## config.mk

```make
export PLATFORM = sky130hd
export DESIGN_NAME = regbus_initiator_flat
export DESIGN_NICKNAME = d
export VERILOG_FILES = /design/src/rtl/regbus_initiator_if.sv /design/src/rtl/regbus_initiator.sv /design/src/flat_wrapper.sv
export SDC_FILE = /design/constraint.sdc
export NUM_CORES = 1
export LEC_CHECK = 0
export ABC_CLOCK_PERIOD_IN_PS = 1600
export CORE_UTILIZATION = 45
export CTS_CLUSTER_DIAMETER = 60
export DETAILED_ROUTE_END_ITERATION = 16
export DONT_BUFFER_PORTS = 1
export GPL_TIMING_DRIVEN = 1
export PLACE_DENSITY = 0.6
export SYNTH_ARGS = -nofsm -noshare
export SYNTH_HDL_FRONTEND = slang
export SYNTH_SLANG_ARGS = --single-unit
```

## constraint.sdc

```tcl
create_clock -name clk -period 1.6 [get_ports clk]
set_clock_uncertainty 0.1 [all_clocks]
set_input_delay 0.32 -clock clk [delete_from_list [all_inputs] [get_ports clk]]
set_output_delay 0.32 -clock clk [all_outputs]
set_load 0.005 [all_outputs]
```

## src/rtl/regbus_initiator_if.sv

```systemverilog
// Command port and register-bus signals of regbus_initiator, bundled as one interface.
// Modport master is the initiator's view; modport slave is the view of whoever drives
// commands and returns rdata (sequencer plus register slave, or a testbench).
interface regbus_initiator_if #(
  parameter int ADDR_W = 2,
  parameter int DATA_W = 8
);
  // command side
  logic              cmd_valid;
  logic              cmd_ready;
  logic              cmd_rw;
  logic [ADDR_W-1:0] cmd_addr;
  logic [DATA_W-1:0] cmd_wdata;
  logic              done;
  logic [DATA_W-1:0] rsp_rdata;
  logic              busy;
  // register bus side
  logic [ADDR_W-1:0] addr;
  logic [DATA_W-1:0] wdata;
  logic              write;
  logic              read;
  logic [DATA_W-1:0] rdata;

  modport master (
    input  cmd_valid, cmd_rw, cmd_addr, cmd_wdata, rdata,
    output cmd_ready, done, rsp_rdata, busy, addr, wdata, write, read
  );

  modport slave (
    output cmd_valid, cmd_rw, cmd_addr, cmd_wdata, rdata,
    input  cmd_ready, done, rsp_rdata, busy, addr, wdata, write, read
  );
endinterface

```

## src/rtl/regbus_initiator.sv

```systemverilog
// Register-bus initiator: turns valid/ready commands into SETUP/STROBE bus cycles.
// Latency: accept at T -> strobe T+1..T+2 -> done T+2..T+3 (one more cycle via queue).
// Backpressure: cmd_ready low while a command is in flight, or while the queue is full.
// Ports: clk, rst_n (async active-low), bus (regbus_initiator_if.master: command
//   port cmd_*/done/rsp_rdata/busy and bus port addr/wdata/write/read/rdata).
// Optional macro CMD_FIFO_EN adds a DEPTH-entry command queue in front of the FSM.
module regbus_initiator #(
  parameter int ADDR_W = 2,
  parameter int DATA_W = 8
`ifdef CMD_FIFO_EN
  , parameter int DEPTH = 4
`endif
) (
  input logic                clk,
  input logic                rst_n,
  regbus_initiator_if.master bus
);

  typedef enum logic [1:0] {IDLE = 2'd0, SETUP = 2'd1, STROBE = 2'd2} state_t;

  state_t            state_q, state_d;
  logic [ADDR_W-1:0] addr_q, addr_d;
  logic [DATA_W-1:0] wdata_q, wdata_d;
  logic              write_q, write_d;
  logic              read_q, read_d;
  logic              done_q, done_d;
  logic [DATA_W-1:0] rsp_q, rsp_d;
  logic              rw_q, rw_d;

  // command offered to the FSM (straight from the port, or from the queue head)
  logic              issue_vld;
  logic              issue_take;
  logic              issue_rw;
  logic [ADDR_W-1:0] issue_addr;
  logic [DATA_W-1:0] issue_wdata;

`ifdef CMD_FIFO_EN
  localparam int PTR_W = $clog2(DEPTH);
  localparam int ENT_W = 1 + ADDR_W + DATA_W;
  localparam logic [PTR_W:0] FULL_CNT = (PTR_W+1)'(DEPTH);

  logic [ENT_W-1:0] mem_q [DEPTH];
  logic [PTR_W-1:0] wr_ptr_q, rd_ptr_q;
  logic [PTR_W:0]   count_q;
  logic             push, pop, full;

  assign full          = (count_q == FULL_CNT);
  assign bus.cmd_ready = !full;
  assign push          = bus.cmd_valid && !full;
  assign pop           = issue_take;
  // Holding off the pop while done is high leaves one idle cycle after every
  // strobe, which spaces queued strobes four cycles apart.
  assign issue_vld     = (count_q != '0) && !done_q;
  assign {issue_rw, issue_addr, issue_wdata} = mem_q[rd_ptr_q];
  assign bus.busy      = (state_q != IDLE) || (count_q != '0);

  always_ff @(posedge clk) begin
    if (push) mem_q[wr_ptr_q] <= {bus.cmd_rw, bus.cmd_addr, bus.cmd_wdata};
  end

  always_ff @(posedge clk or negedge rst_n) begin
    if (!rst_n) begin
      wr_ptr_q <= '0;
      rd_ptr_q <= '0;
      count_q  <= '0;
    end else begin
      if (push) wr_ptr_q <= wr_ptr_q + PTR_W'(1);
      if (pop)  rd_ptr_q <= rd_ptr_q + PTR_W'(1);
      case ({push, pop})
        2'b10:   count_q <= count_q + (PTR_W+1)'(1);
        2'b01:   count_q <= count_q - (PTR_W+1)'(1);
        default: count_q <= count_q;
      endcase
    end
  end
`else
  logic unused_take;

  assign bus.cmd_ready = (state_q == IDLE);
  assign issue_vld     = bus.cmd_valid;
  assign issue_rw      = bus.cmd_rw;
  assign issue_addr    = bus.cmd_addr;
  assign issue_wdata   = bus.cmd_wdata;
  assign bus.busy      = (state_q != IDLE);
  assign unused_take   = issue_take;
`endif

  always_comb begin
    state_d    = state_q;
    addr_d     = addr_q;
    wdata_d    = wdata_q;
    write_d    = write_q;
    read_d     = read_q;
    done_d     = 1'b0;
    rsp_d      = rsp_q;
    rw_d       = rw_q;
    issue_take = 1'b0;
    case (state_q)
      IDLE: begin
        if (issue_vld) begin
          issue_take = 1'b1;
          addr_d     = issue_addr;
          wdata_d    = issue_rw ? issue_wdata : '0;
          rw_d       = issue_rw;
          state_d    = SETUP;
        end
      end
      SETUP: begin
        write_d = rw_q;
        read_d  = !rw_q;
        state_d = STROBE;
      end
      STROBE: begin
        write_d = 1'b0;
        read_d  = 1'b0;
        addr_d  = '0;
        wdata_d = '0;
        done_d  = 1'b1;
        // rdata is only trusted at the edge that closes the read strobe
        if (!rw_q) rsp_d = bus.rdata;
        state_d = IDLE;
      end
      default: state_d = IDLE;
    endcase
  end

  always_ff @(posedge clk or negedge rst_n) begin
    if (!rst_n) begin
      state_q <= IDLE;
      addr_q  <= '0;
      wdata_q <= '0;
      write_q <= 1'b0;
      read_q  <= 1'b0;
      done_q  <= 1'b0;
      rsp_q   <= '0;
      rw_q    <= 1'b0;
    end else begin
      state_q <= state_d;
      addr_q  <= addr_d;
      wdata_q <= wdata_d;
      write_q <= write_d;
      read_q  <= read_d;
      done_q  <= done_d;
      rsp_q   <= rsp_d;
      rw_q    <= rw_d;
    end
  end

  assign bus.addr      = addr_q;
  assign bus.wdata     = wdata_q;
  assign bus.write     = write_q;
  assign bus.read      = read_q;
  assign bus.done      = done_q;
  assign bus.rsp_rdata = rsp_q;

endmodule

```

## src/flat_wrapper.sv

```systemverilog
// flat-port wrapper written by rule: the top's interface ports become plain ports
module regbus_initiator_flat 
#(
  parameter int ADDR_W = 2,
  parameter int DATA_W = 8

)
  (clk, rst_n, bus_cmd_valid, bus_cmd_rw, bus_cmd_addr, bus_cmd_wdata, bus_rdata, bus_cmd_ready, bus_done, bus_rsp_rdata, bus_busy, bus_addr, bus_wdata, bus_write, bus_read);
  regbus_initiator_if #(.ADDR_W(ADDR_W), .DATA_W(DATA_W)) bus_i ();
  input logic clk;
  input logic rst_n;
  input wire logic [$bits(bus_i.cmd_valid)-1:0] bus_cmd_valid;
  input wire logic [$bits(bus_i.cmd_rw)-1:0] bus_cmd_rw;
  input wire logic [$bits(bus_i.cmd_addr)-1:0] bus_cmd_addr;
  input wire logic [$bits(bus_i.cmd_wdata)-1:0] bus_cmd_wdata;
  input wire logic [$bits(bus_i.rdata)-1:0] bus_rdata;
  output wire logic [$bits(bus_i.cmd_ready)-1:0] bus_cmd_ready;
  output wire logic [$bits(bus_i.done)-1:0] bus_done;
  output wire logic [$bits(bus_i.rsp_rdata)-1:0] bus_rsp_rdata;
  output wire logic [$bits(bus_i.busy)-1:0] bus_busy;
  output wire logic [$bits(bus_i.addr)-1:0] bus_addr;
  output wire logic [$bits(bus_i.wdata)-1:0] bus_wdata;
  output wire logic [$bits(bus_i.write)-1:0] bus_write;
  output wire logic [$bits(bus_i.read)-1:0] bus_read;
  assign bus_i.cmd_valid = bus_cmd_valid;
  assign bus_i.cmd_rw = bus_cmd_rw;
  assign bus_i.cmd_addr = bus_cmd_addr;
  assign bus_i.cmd_wdata = bus_cmd_wdata;
  assign bus_i.rdata = bus_rdata;
  assign bus_cmd_ready = bus_i.cmd_ready;
  assign bus_done = bus_i.done;
  assign bus_rsp_rdata = bus_i.rsp_rdata;
  assign bus_busy = bus_i.busy;
  assign bus_addr = bus_i.addr;
  assign bus_wdata = bus_i.wdata;
  assign bus_write = bus_i.write;
  assign bus_read = bus_i.read;
  regbus_initiator #(.ADDR_W(ADDR_W), .DATA_W(DATA_W)) u_core (.clk(clk), .rst_n(rst_n), .bus(bus_i));
endmodule
```

==> load_flow_metrics.sql, run 1 <==
INSERT INTO impl_metrics (metric_group, metric, value, unit) VALUES
('outcome', 'outcome', 'finished clean', ''),
('detailed_routing', 'drt-initial-drc-count', '2', ''),
('finish', 'antenna_cells_inserted', '0', ''),
('placement', 'dpl.hpwl', '1.31', 'mm'),
('cts', 'htree_levels', '1', ''),
('worst_hold_path', 'holdCritPathClass', 'in -> reg', ''),
('worst_setup_path', 'critical-path-top-cell-by-count', 'mux2_4', ''),
('placement', 'numPortBuffers', '0', ''),
('synthesis', 'synth.lib_cells_used.distinct', '15', ''),
('synthesis', 'netlist_area', '1100', 'um^2'),
('detailed_routing', 'routed-via-count', '606', ''),
('synthesis', 'post_synth.cell_area_avg', '14.5', 'um^2'),
('global_routing', 'total_global_route_track_usage', '14.7', '%'),
('synthesis', 'synth_seq_area_share', '54.5', '%'),
('synthesis', 'synth.ff_latch_count', '24', ''),
('detailed_routing', 'drc', '0', ''),
('worst_setup_path', 'crit_path_capture', 'u_core.bus.wdata[1]$_DFFE_PN0P_', ''),
('power_and_ir_drop', 'p_sw', '0.753', 'mW'),
('floorplan', 'coreArea', '2250', 'um^2'),
('sta', 'hold_fails_final_rpt', '0', ''),
('detailed_routing', 'final_antenna_net_count', '0', ''),
('finish', 'leading_cell_type_in_the_layout_fill_and_taps_excluded', 'dfrtp_1', ''),
('power_and_ir_drop', 'p_per_area', '1890', 'nW/um^2'),
('worst_setup_path', 'r2r_slack', '2', 'ps'),
('placement', 'gp_routability_congestion', '0.659', ''),
('floorplan', 'die-area', '2650', 'um^2'),
('global_routing', 'grt_antenna_before_repair', '0', ''),
('sta', 'max-slew-margin-rel', '29.8', '%'),
('floorplan', 'floorplan.initialDensity', '48.9', '%'),
('synthesis', 'synth_top_family_by_area', 'multiplexers', ''),
('worst_setup_path', 'critPathLaunchType', 'register', ''),
('sta', 'report.final.setup_viol', '0', ''),
('worst_setup_path', 'critical_path.max_stage_delay', '440', 'ps'),
('synthesis', 'synthSimpleGateAreaFrac', '10.4', '%'),
('sta', 'worst-slew-pin-transition', '1050', 'ps'),
('finish', 'syn2layout_area_growth', '13.4', '%'),
('finish', 'mostFrequentLayoutCells', 'dfrtp_1 (24), mux2_2 (12), mux2_4 (10), and3b_1 (8), inv_1 (4)', ''),
('floorplan', 'chipHeight', '51.5', 'um'),
('cts', 'clockRootBuffer', 'clkbuf_4', ''),
('sta', 'maxClockFrequency', '626', 'MHz'),
('worst_setup_path', 'worst-r2r-cell-count', '4', ''),
('finish', 'nFillCells', '205', ''),
('cts', 'cts_buffers', '3', ''),
('cts', 'clk_pin_slew', '130', 'ps'),
('power_and_ir_drop', 'clock_power_share', '13.2', '%'),
('synthesis', 'synth-compound-area-share', '1.36', '%'),
('detailed_routing', 'wire_per_inst', '16.6', 'um'),
('worst_setup_path', 'path_max_fanout', '5', ''),
('synthesis', 'synthXorXnorAreaFrac', '0', '%'),
('sta', 'whs', '48.0', 'ps'),
('finish', 'post_route_cells_drive_above_1_share', '43.5', '%'),
('cts', 'clock_latency_at_the_later_pin_of_the_worst_skew_pair', '310', 'ps'),
('global_routing', 'gr_overflow_total', '0', ''),
('sta', 'setup_repair_after_global_routing_missed_its_margin', 'true', ''),
('power_and_ir_drop', 'intPower', '1.61', 'mW'),
('sta', 'finalCriticalPeriod', '1600', 'ps'),
('worst_setup_path', 'worstReg2RegEnd', 'u_core.bus.wdata[1]$_DFFE_PN0P_', ''),
('power_and_ir_drop', 'p_leak', '0.605', 'nW'),
('worst_setup_path', 'critical_setup_path_class', 'reg -> reg', ''),
('global_routing', 'first_global_vias', '625', ''),
('worst_setup_path', 'timing.critical_path.depth', '4', ''),
('worst_setup_path', 'critical_path.n_buffers_inverters', '1', ''),
('synthesis', 'synth.largest_area_cell', 'dfrtp_1', ''),
('global_routing', 'grt_first_pass_wirelength', '2.85', 'mm'),
('sta', 'drv_slew', '0', ''),
('finish', 'post_layout_instance_count_excluding_filler_cells', '113', ''),
('power_and_ir_drop', 'switching_share', '31.8', '%'),
('worst_setup_path', 'cp.arrival', '1700', 'ps'),
('worst_setup_path', 'worst_path_max_delay_cell', 'dfrtp_1', ''),
('synthesis', 'netlist_instances', '76', ''),
('floorplan', 'fp.dieW', '51.5', 'um');
==> power groups by stage <==
stage | combinational, mW | sequential, mW | clock, mW
finish | 0.976 | 1.08 | 0.312
CTS | 0.934 | 1.08 | 0.327
floorplan | 0.763 | 1.04 | 0
detailed placement | 0.885 | 1.10 | 0
global route | 1.07 | 1.12 | 0.345
global placement | 0.857 | 1.09 | 0
==> how the worst min path moves through the flow <==
| stage | cells past startpoint | start | to |
|---|---|---|---|
| 6_report | 1 | bus_cmd_rw | u_core.rw_q$_DFFE_PN0P_ |
| 5_1_grt | 1 | bus_rdata[6] | u_core.bus.rsp_rdata[6]$_DFFE_PN0P_ |
| 4_1_cts | 1 | bus_cmd_rw | u_core.rw_q$_DFFE_PN0P_ |
| 3_5_place_dp | 0 | rst_n | u_core.bus.wdata[2]$_DFFE_PN0P_ |
| 3_3_place_gp | 0 | rst_n | u_core.bus.wdata[4]$_DFFE_PN0P_ |
| 2_1_floorplan | 0 | rst_n | u_core.bus.addr[0]$_DFFE_PN0P_ |
==> area by class of cell <==
type	instances	area, um^2	area share (%)
well taps	28	35.0	2.80
inverters	6	22.5	1.80
repair buffers	6	57.6	4.60
flip-flops and latches	24	601	48.0
clock buffers	4	36.3	2.90
multi-input cells	45	498	39.8
==> cells by family (layout without fill, tap and decap cells) <==
logic type,after synthesis,after routing
buf+inv,8,16
compound gates,3,3
simple gates,15,15
flops,24,24
mux,21,22
fa+ha+maj,5,5
==> flip-flops by register name (all words and copies together) (netlist names) <==
signal                flops
u_core.bus.rsp_rdata      8
u_core.bus.write          1
u_core.bus.read           1
u_core.state_q            2
u_core.bus.wdata          8
u_core.rw_q               1
u_core.bus.addr           2
u_core.bus.done           1
==> synthesized netlist by cell type, drive strengths merged <==
library cell / n
nor2: 1
mux2: 21
inv: 6
dfrtp: 24
nand2b: 1
ha: 5
o21ai: 3
nand2: 1
nor2b: 1
nand4b: 2
nand3b: 1
and3b: 8
buf: 2
==> metrics by stage <==
step,setup WS [ps],power [mW],util [%]
floorplan,6.16,1.81,-
global placement,53.8,1.95,51.6
detailed placement,24.8,1.98,51.6
CTS,1.60,2.34,54.2
global route,-51.0,2.53,55.4
finish,2.02,2.36,55.4
==> routing by layer <==
metal  up-vias  GRT usage (%)  part of all wire [%]
met5         -              0                     0
met4         0           5.41                     0
met3         0           4.97                   8.4
met2        23           24.7                    47
met1       302           17.5                    45
li1        281              -                     -
==> timing repair <==
item	in CTS	in global routing
hold endpoints to repair	24	0
gates resized for setup	0	7
setup buffers	0	1
gates cloned	1	0
pin swaps	0	1
setup endpoints to repair	2	31
hold buffers	1	0
No activity file was read; power rests on OpenSTA's default activity.
==> inputs of run 2 (changes only) <==
Settings changed: MAX_ROUTING_LAYER set to met4.
==> load_flow_metrics.sql, run 2 (same netlist as run 1, synthesis figures left out) <==
INSERT INTO impl_metrics (metric_group, metric, value, unit) VALUES
('cts', 'tritoncts', 'done', ''),
('detailed_routing', 'final_antenna_net_count', '0', ''),
('detailed_routing', 'wire_per_inst', '16.4', 'um'),
('global_routing', 'grt_antenna_before_repair', '0', ''),
('sta', 'setup_repair_after_global_routing_missed_its_margin', 'true', ''),
('cts', 'clock_latency_at_the_later_pin_of_the_worst_skew_pair', '300', 'ps'),
('worst_setup_path', 'critical_path.endpoint_type', 'register', ''),
('global_routing', 'first_global_vias', '628', ''),
('finish', 'antenna_cells_inserted', '0', ''),
('worst_setup_path', 'path_max_fanout', '5', ''),
('power_and_ir_drop', 'p_leak', '0.605', 'nW'),
('sta', 'drv_slew', '0', ''),
('cts', 'clk_pin_slew', '130', 'ps'),
('worst_setup_path', 'critical_path.max_stage_delay', '440', 'ps'),
('floorplan', 'row_count', '17', ''),
('worst_setup_path', 'critPathTopFamily', 'multiplexers', ''),
('sta', 'maxClockFrequency', '627', 'MHz'),
('worst_setup_path', 'critical-path-top-cell-by-count', 'mux2_4', ''),
('detailed_routing', 'route.detailed.vias_per_inst', '5.35', ''),
('floorplan', 'fp.dieW', '51.5', 'um'),
('cts', 'htree_levels', '1', ''),
('sta', 'tns', '0', 'ps'),
('floorplan', 'die-area', '2650', 'um^2'),
('placement', 'dpl_worst_slack', '24.8', 'ps'),
('worst_setup_path', 'worst_path_max_delay_cell', 'dfrtp_1', ''),
('power_and_ir_drop', 'p_per_area', '1890', 'nW/um^2'),
('sta', 'fin_crit_share', '99.6', '%'),
('floorplan', 'coreArea', '2250', 'um^2'),
('cts', 'cts_buffers', '3', ''),
('cts', 'clock_tree.buffer_depth', '2', ''),
('worst_setup_path', 'cp.arrival', '1690', 'ps'),
('sta', 'finalCriticalPeriod', '1590', 'ps'),
('power_and_ir_drop', 'irDropWorstVdd', '995', 'uV'),
('worst_hold_path', 'holdCritPathClass', 'in -> reg', ''),
('global_routing', 'gr_overflow_total', '0', ''),
('sta', 'final_critical_path_setup_slack', '5.66', 'ps'),
('placement', 'dpl.hpwl', '1.31', 'mm'),
('finish', 'final_net_count', '113', ''),
('cts', 'clock_sinks', '24', ''),
('finish', 'post_route_cells_drive_above_1_share', '43.5', '%'),
('finish', 'final_util', '55.4', '%'),
('global_routing', 'grt_first_pass_wirelength', '2.85', 'mm'),
('sta', 'report.final.setup_viol', '0', ''),
('placement', 'gp_routability_congestion', '0.665', ''),
('floorplan', 'chipHeight', '51.5', 'um'),
('outcome', 'outcome', 'finished clean', ''),
('global_routing', 'maximum_number_of_pins_on_one_net_before_global_route_repair', '25', ''),
('worst_setup_path', 'critPathLaunchType', 'register', ''),
('cts', 'clockRootBuffer', 'clkbuf_4', ''),
('detailed_routing', 'drt_pass1_iterations', '3', ''),
('finish', 'syn2layout_area_growth', '13.4', '%'),
('detailed_routing', 'drt-initial-drc-count', '4', ''),
('detailed_routing', 'routed_wl', '1.86', 'mm'),
('finish', 'mostFrequentLayoutCells', 'dfrtp_1 (24), mux2_2 (12), mux2_4 (10), and3b_1 (8), inv_1 (4)', ''),
('worst_setup_path', 'required', '1700', 'ps'),
('worst_setup_path', 'critical_path.n_buffers_inverters', '1', ''),
('floorplan', 'num_ports', '45', ''),
('detailed_routing', 'routed-via-count', '604', ''),
('detailed_routing', 'drc', '0', ''),
('finish', 'leading_cell_type_in_the_layout_fill_and_taps_excluded', 'dfrtp_1', ''),
('placement', 'numPortBuffers', '0', ''),
('sta', 'worst-slew-pin-transition', '1040', 'ps'),
('worst_setup_path', 'critical_setup_path_class', 'reg -> reg', ''),
('global_routing', 'total_global_route_track_usage', '15.1', '%'),
('worst_setup_path', 'timing.critical_path.cells', 'inv_2 > ha_4 > mux2_4 > mux2_4', ''),
('flow_run', 'maxCapViolCount', '0', ''),
('sta', 'hold_fails_final_rpt', '0', ''),
('floorplan', 'floorplan.initialDensity', '48.9', '%'),
('sta', 'max-slew-margin-rel', '30.4', '%');
## run 2: cell counts in the layout (fill, tap and decap cells not counted)
No cell type changed its count.
## run 2: final timing paths
kind,cells after the start,endpoint,start,slack (ps)
hold reg to reg,1,u_core.bus.rsp_rdata[3]$_DFFE_PN0P_,u_core.bus.rsp_rdata[3]$_DFFE_PN0P_,450
max in group asynchronous,1,u_core.bus.rsp_rdata[3]$_DFFE_PN0P_,rst_n,620
setup reg to reg,4,u_core.bus.wdata[1]$_DFFE_PN0P_,u_core.state_q[1]$_DFFE_PN0P_,6
min in group asynchronous,1,u_core.bus.wdata[2]$_DFFE_PN0P_,rst_n,160
setup / recovery,4,u_core.bus.wdata[1]$_DFFE_PN0P_,u_core.state_q[1]$_DFFE_PN0P_,6
hold / removal,1,u_core.rw_q$_DFFE_PN0P_,bus_cmd_rw,50
## run 2: report_power, final
group          switching [mW]  internal (mW)
Combinational           0.377          0.598
Clock                   0.170          0.139
Sequential              0.202          0.876
## run 2: metal layers
metal	GRT usage, %	routed length, um	part of all wire, %	vias up
li1	-	-	-	279
met1	17.8	811	44	300
met5	-	0	0	-
met4	5.41	12	0.65	0
met2	24.7	877	47	23
met3	4.39	152	8.2	2
## run 2: cell type report
cell class / instances / area (um^2)
inverter: 6 / 22.5
clock buffer: 4 / 36.3
timing repair buffer: 6 / 57.6
multi-input combinational: 45 / 498
fill: 205 / 1000
tap: 28 / 35.0
sequential: 24 / 601
## run 2: worst reg2reg max path: cells and delay by family, from the launching register on
family	cells	cell delay (ps)
adder cells (fa/ha/maj)	1	170
flip-flops	1	440
multiplexers	2	670
buffers and inverters	1	110
## run 2: metrics by stage
step           cells  hold WS [ps]  total power, mW  instance area [um^2]
2_1_floorplan     76         -75.6             1.81                  1110
4_1_cts          112          37.3             2.34                  1220
6_report         113          52.8             2.36                  1250
3_5_place_dp     106         -75.1             1.98                  1160
5_1_grt          113          33.1             2.53                  1250
3_3_place_gp     106         -75.2             1.95                  1160
## run 2: repair_timing
| action | CTS | global route |
|---|---|---|
| hold buffers | 1 | 0 |
| endpoints found under the hold margin | 24 | 0 |
| setup buffers | 0 | 1 |
| cloned | 1 | 0 |
| setup endpoints to repair | 2 | 31 |
| pin swaps | 0 | 1 |
| resized for setup | 0 | 7 |
==> inputs of run 3 (changes only) <==
Settings changed: BUFFER_PORTS_ARGS set to -buffer_cell sky130_fd_sc_hd__buf_2, CORE_MARGIN set to 5, CORE_UTILIZATION 45 to 42, DONT_BUFFER_PORTS 1 to unset, PLACE_DENSITY 0.6 to 0.72.
==> load_flow_metrics.sql, run 3 (same netlist as run 1, synthesis figures left out) <==
INSERT INTO impl_metrics (metric_group, metric, value, unit) VALUES
('detailed_routing', 'wire_per_inst', '14.1', 'um'),
('sta', 'hold_fails_final_rpt', '0', ''),
('global_routing', 'total_global_route_track_usage', '13.3', '%'),
('finish', 'leading_cell_type_in_the_layout_fill_and_taps_excluded', 'buf_2', ''),
('sta', 'fin_crit_share', '100', '%'),
('cts', 'cts_buffers', '3', ''),
('global_routing', 'grt_first_pass_wirelength', '3.53', 'mm'),
('flow_run', 'maxCapViolCount', '0', ''),
('power_and_ir_drop', 'irDropWorstVdd', '1030', 'uV'),
('floorplan', 'chipHeight', '61.2', 'um'),
('detailed_routing', 'final_antenna_net_count', '0', ''),
('worst_setup_path', 'critical_path.endpoint_type', 'register', ''),
('cts', 'clockRootBuffer', 'clkbuf_4', ''),
('worst_setup_path', 'timing.critical_path.cells', 'inv_2 > ha_4 > mux2_4 > mux2_4', ''),
('worst_setup_path', 'critical_path.max_stage_delay', '430', 'ps'),
('cts', 'clk_pin_slew', '140', 'ps'),
('floorplan', 'fp.dieW', '61.2', 'um'),
('worst_setup_path', 'path_max_fanout', '6', ''),
('power_and_ir_drop', 'report.power.total', '2.82', 'mW'),
('detailed_routing', 'routed_wl', '2.26', 'mm'),
('cts', 'clock_sinks', '24', ''),
('worst_setup_path', 'cp.arrival', '1710', 'ps'),
('worst_hold_path', 'holdCritPathClass', 'in -> reg', ''),
('worst_setup_path', 'critPathLaunchType', 'register', ''),
('finish', 'post_route_cells_drive_above_1_share', '63.1', '%'),
('finish', 'mostFrequentLayoutCells', 'buf_2 (43), dfrtp_1 (24), mux2_2 (12), mux2_4 (10), and3b_1 (8)', ''),
('global_routing', 'first_global_vias', '784', ''),
('sta', 'worst-slew-pin-transition', '524', 'ps'),
('finish', 'final_util', '60.5', '%'),
('finish', 'final_net_count', '158', ''),
('global_routing', 'maximum_number_of_pins_on_one_net_before_global_route_repair', '25', ''),
('power_and_ir_drop', 'p_per_area', '1860', 'nW/um^2'),
('worst_setup_path', 'critical_setup_path_class', 'reg -> reg', ''),
('sta', 'drv_slew', '0', ''),
('sta', 'max-slew-margin-rel', '65.1', '%'),
('detailed_routing', 'routed-via-count', '767', ''),
('cts', 'tritoncts', 'done', ''),
('cts', 'htree_levels', '1', ''),
('finish', 'final_design_area_no_fill', '1510', 'um^2'),
('finish', 'syn2layout_area_growth', '37.2', '%'),
('global_routing', 'gr_overflow_total', '0', ''),
('placement', 'placed_cell_area', '1390', 'um^2'),
('worst_setup_path', 'worst_path_max_delay_cell', 'dfrtp_1', ''),
('detailed_routing', 'drt-initial-drc-count', '15', ''),
('finish', 'seq_area', '601', 'um^2'),
('power_and_ir_drop', 'p_leak', '0.798', 'nW'),
('sta', 'setup_repair_after_global_routing_missed_its_margin', 'true', ''),
('placement', 'numPortBuffers', '44', ''),
('floorplan', 'num_ports', '45', ''),
('outcome', 'outcome', 'finished clean', ''),
('sta', 'finalCriticalPeriod', '1600', 'ps'),
('floorplan', 'floorplan.initialDensity', '44.1', '%'),
('placement', 'dpl.hpwl', '1.73', 'mm'),
('sta', 'maxClockFrequency', '625', 'MHz'),
('placement', 'gp_routability_congestion', '0.735', ''),
('finish', 'multi_input_comb_area', '515', 'um^2'),
('sta', 'report.final.setup_viol', '0', ''),
('worst_setup_path', 'critical_path.n_buffers_inverters', '1', ''),
('floorplan', 'coreArea', '2500', 'um^2'),
('worst_setup_path', 'critical-path-top-cell-by-count', 'mux2_4', ''),
('finish', 'antenna_cells_inserted', '0', ''),
('detailed_routing', 'drt_pass1_iterations', '3', ''),
('global_routing', 'grt_antenna_before_repair', '0', ''),
('detailed_routing', 'drc', '0', ''),
('worst_setup_path', 'critPathTopFamily', 'multiplexers', ''),
('sta', 'whs', '122', 'ps'),
('cts', 'clock_latency_at_the_later_pin_of_the_worst_skew_pair', '310', 'ps'),
('floorplan', 'row_count', '18', ''),
('cts', 'clock_tree.buffer_depth', '2', ''),
('floorplan', 'die-area', '3750', 'um^2'),
('finish', 'nFillCells', '196', ''),
('detailed_routing', 'route.detailed.vias_per_inst', '4.79', ''),
('worst_setup_path', 'required', '1710', 'ps');
[run 3: changes by cell type in the layout (fill, tap and decap cells not counted), sizes merged]
cell	change
buf	+45
bufinv	+1
clkbuf	-1
dlygate4sd3	+1
dlymetal6s4s	-1
[run 3: layout make-up]
cell class,count,area share [%]
clock inverter,1,1.99
tap,30,2.48
timing repair buffer,51,18.6
clock buffer,3,1.49
inverter,6,1.65
sequential,24,39.7
multi-input combinational,45,34.1
[run 3: layer usage]
| metal | share of wire, % | track usage (%) |
|---|---|---|
| met1 | 40 | 15.9 |
| met2 | 51 | 21.6 |
| met3 | 7.5 | 2.10 |
| met4 | 1.1 | 6.50 |
| met5 | 0 | - |
[run 3: timing repair]
item	4_1_cts	5_1_grt
endpoints found under the setup margin	2	17
pin swaps	1	2
hold endpoints to repair	24	0
cloned	0	1
setup buffers	3	0
hold buffers	1	0
resized for setup	1	7
[run 3: path summary, 6_finish.rpt]
path	endpoint	cells after the start	start	slack (ps)
setup / recovery	u_core.bus.wdata[6]$_DFFE_PN0P_	4	u_core.state_q[1]$_DFFE_PN0P_	0.6
hold / removal	u_core.bus.rsp_rdata[1]$_DFFE_PN0P_	2	bus_rdata[1]	120
setup reg to reg	u_core.bus.wdata[6]$_DFFE_PN0P_	4	u_core.state_q[1]$_DFFE_PN0P_	0.6
hold reg to reg	u_core.bus.rsp_rdata[7]$_DFFE_PN0P_	1	u_core.bus.rsp_rdata[7]$_DFFE_PN0P_	420
max in group asynchronous	u_core.bus.wdata[6]$_DFFE_PN0P_	2	rst_n	650
min in group asynchronous	u_core.bus.read$_DFFE_PN0P_	2	rst_n	400
[run 3: power breakdown]
part           internal, mW  leakage [nW]  switching, mW
registers             0.873         0.300          0.140
clock network         0.253        0.0279          0.183
logic                 0.828         0.470          0.539
[run 3: stage by stage]
stage / instances / TNS, ps / worst slack (ps)
2_1_floorplan: 76 / 0 / 6.16
3_3_place_gp: 152 / 0 / 64.5
3_5_place_dp: 152 / 0 / 27.8
4_1_cts: 159 / -34.3 / -17.5
5_1_grt: 160 / -255 / -40.5
6_report: 160 / 0 / 0.602
[run 3: worst reg2reg max path, stage by stage (launching register included)]
cell,delay [ps]
dfrtp_1,430
inv_2,120
ha_4,190
mux2_4,360
mux2_4,310
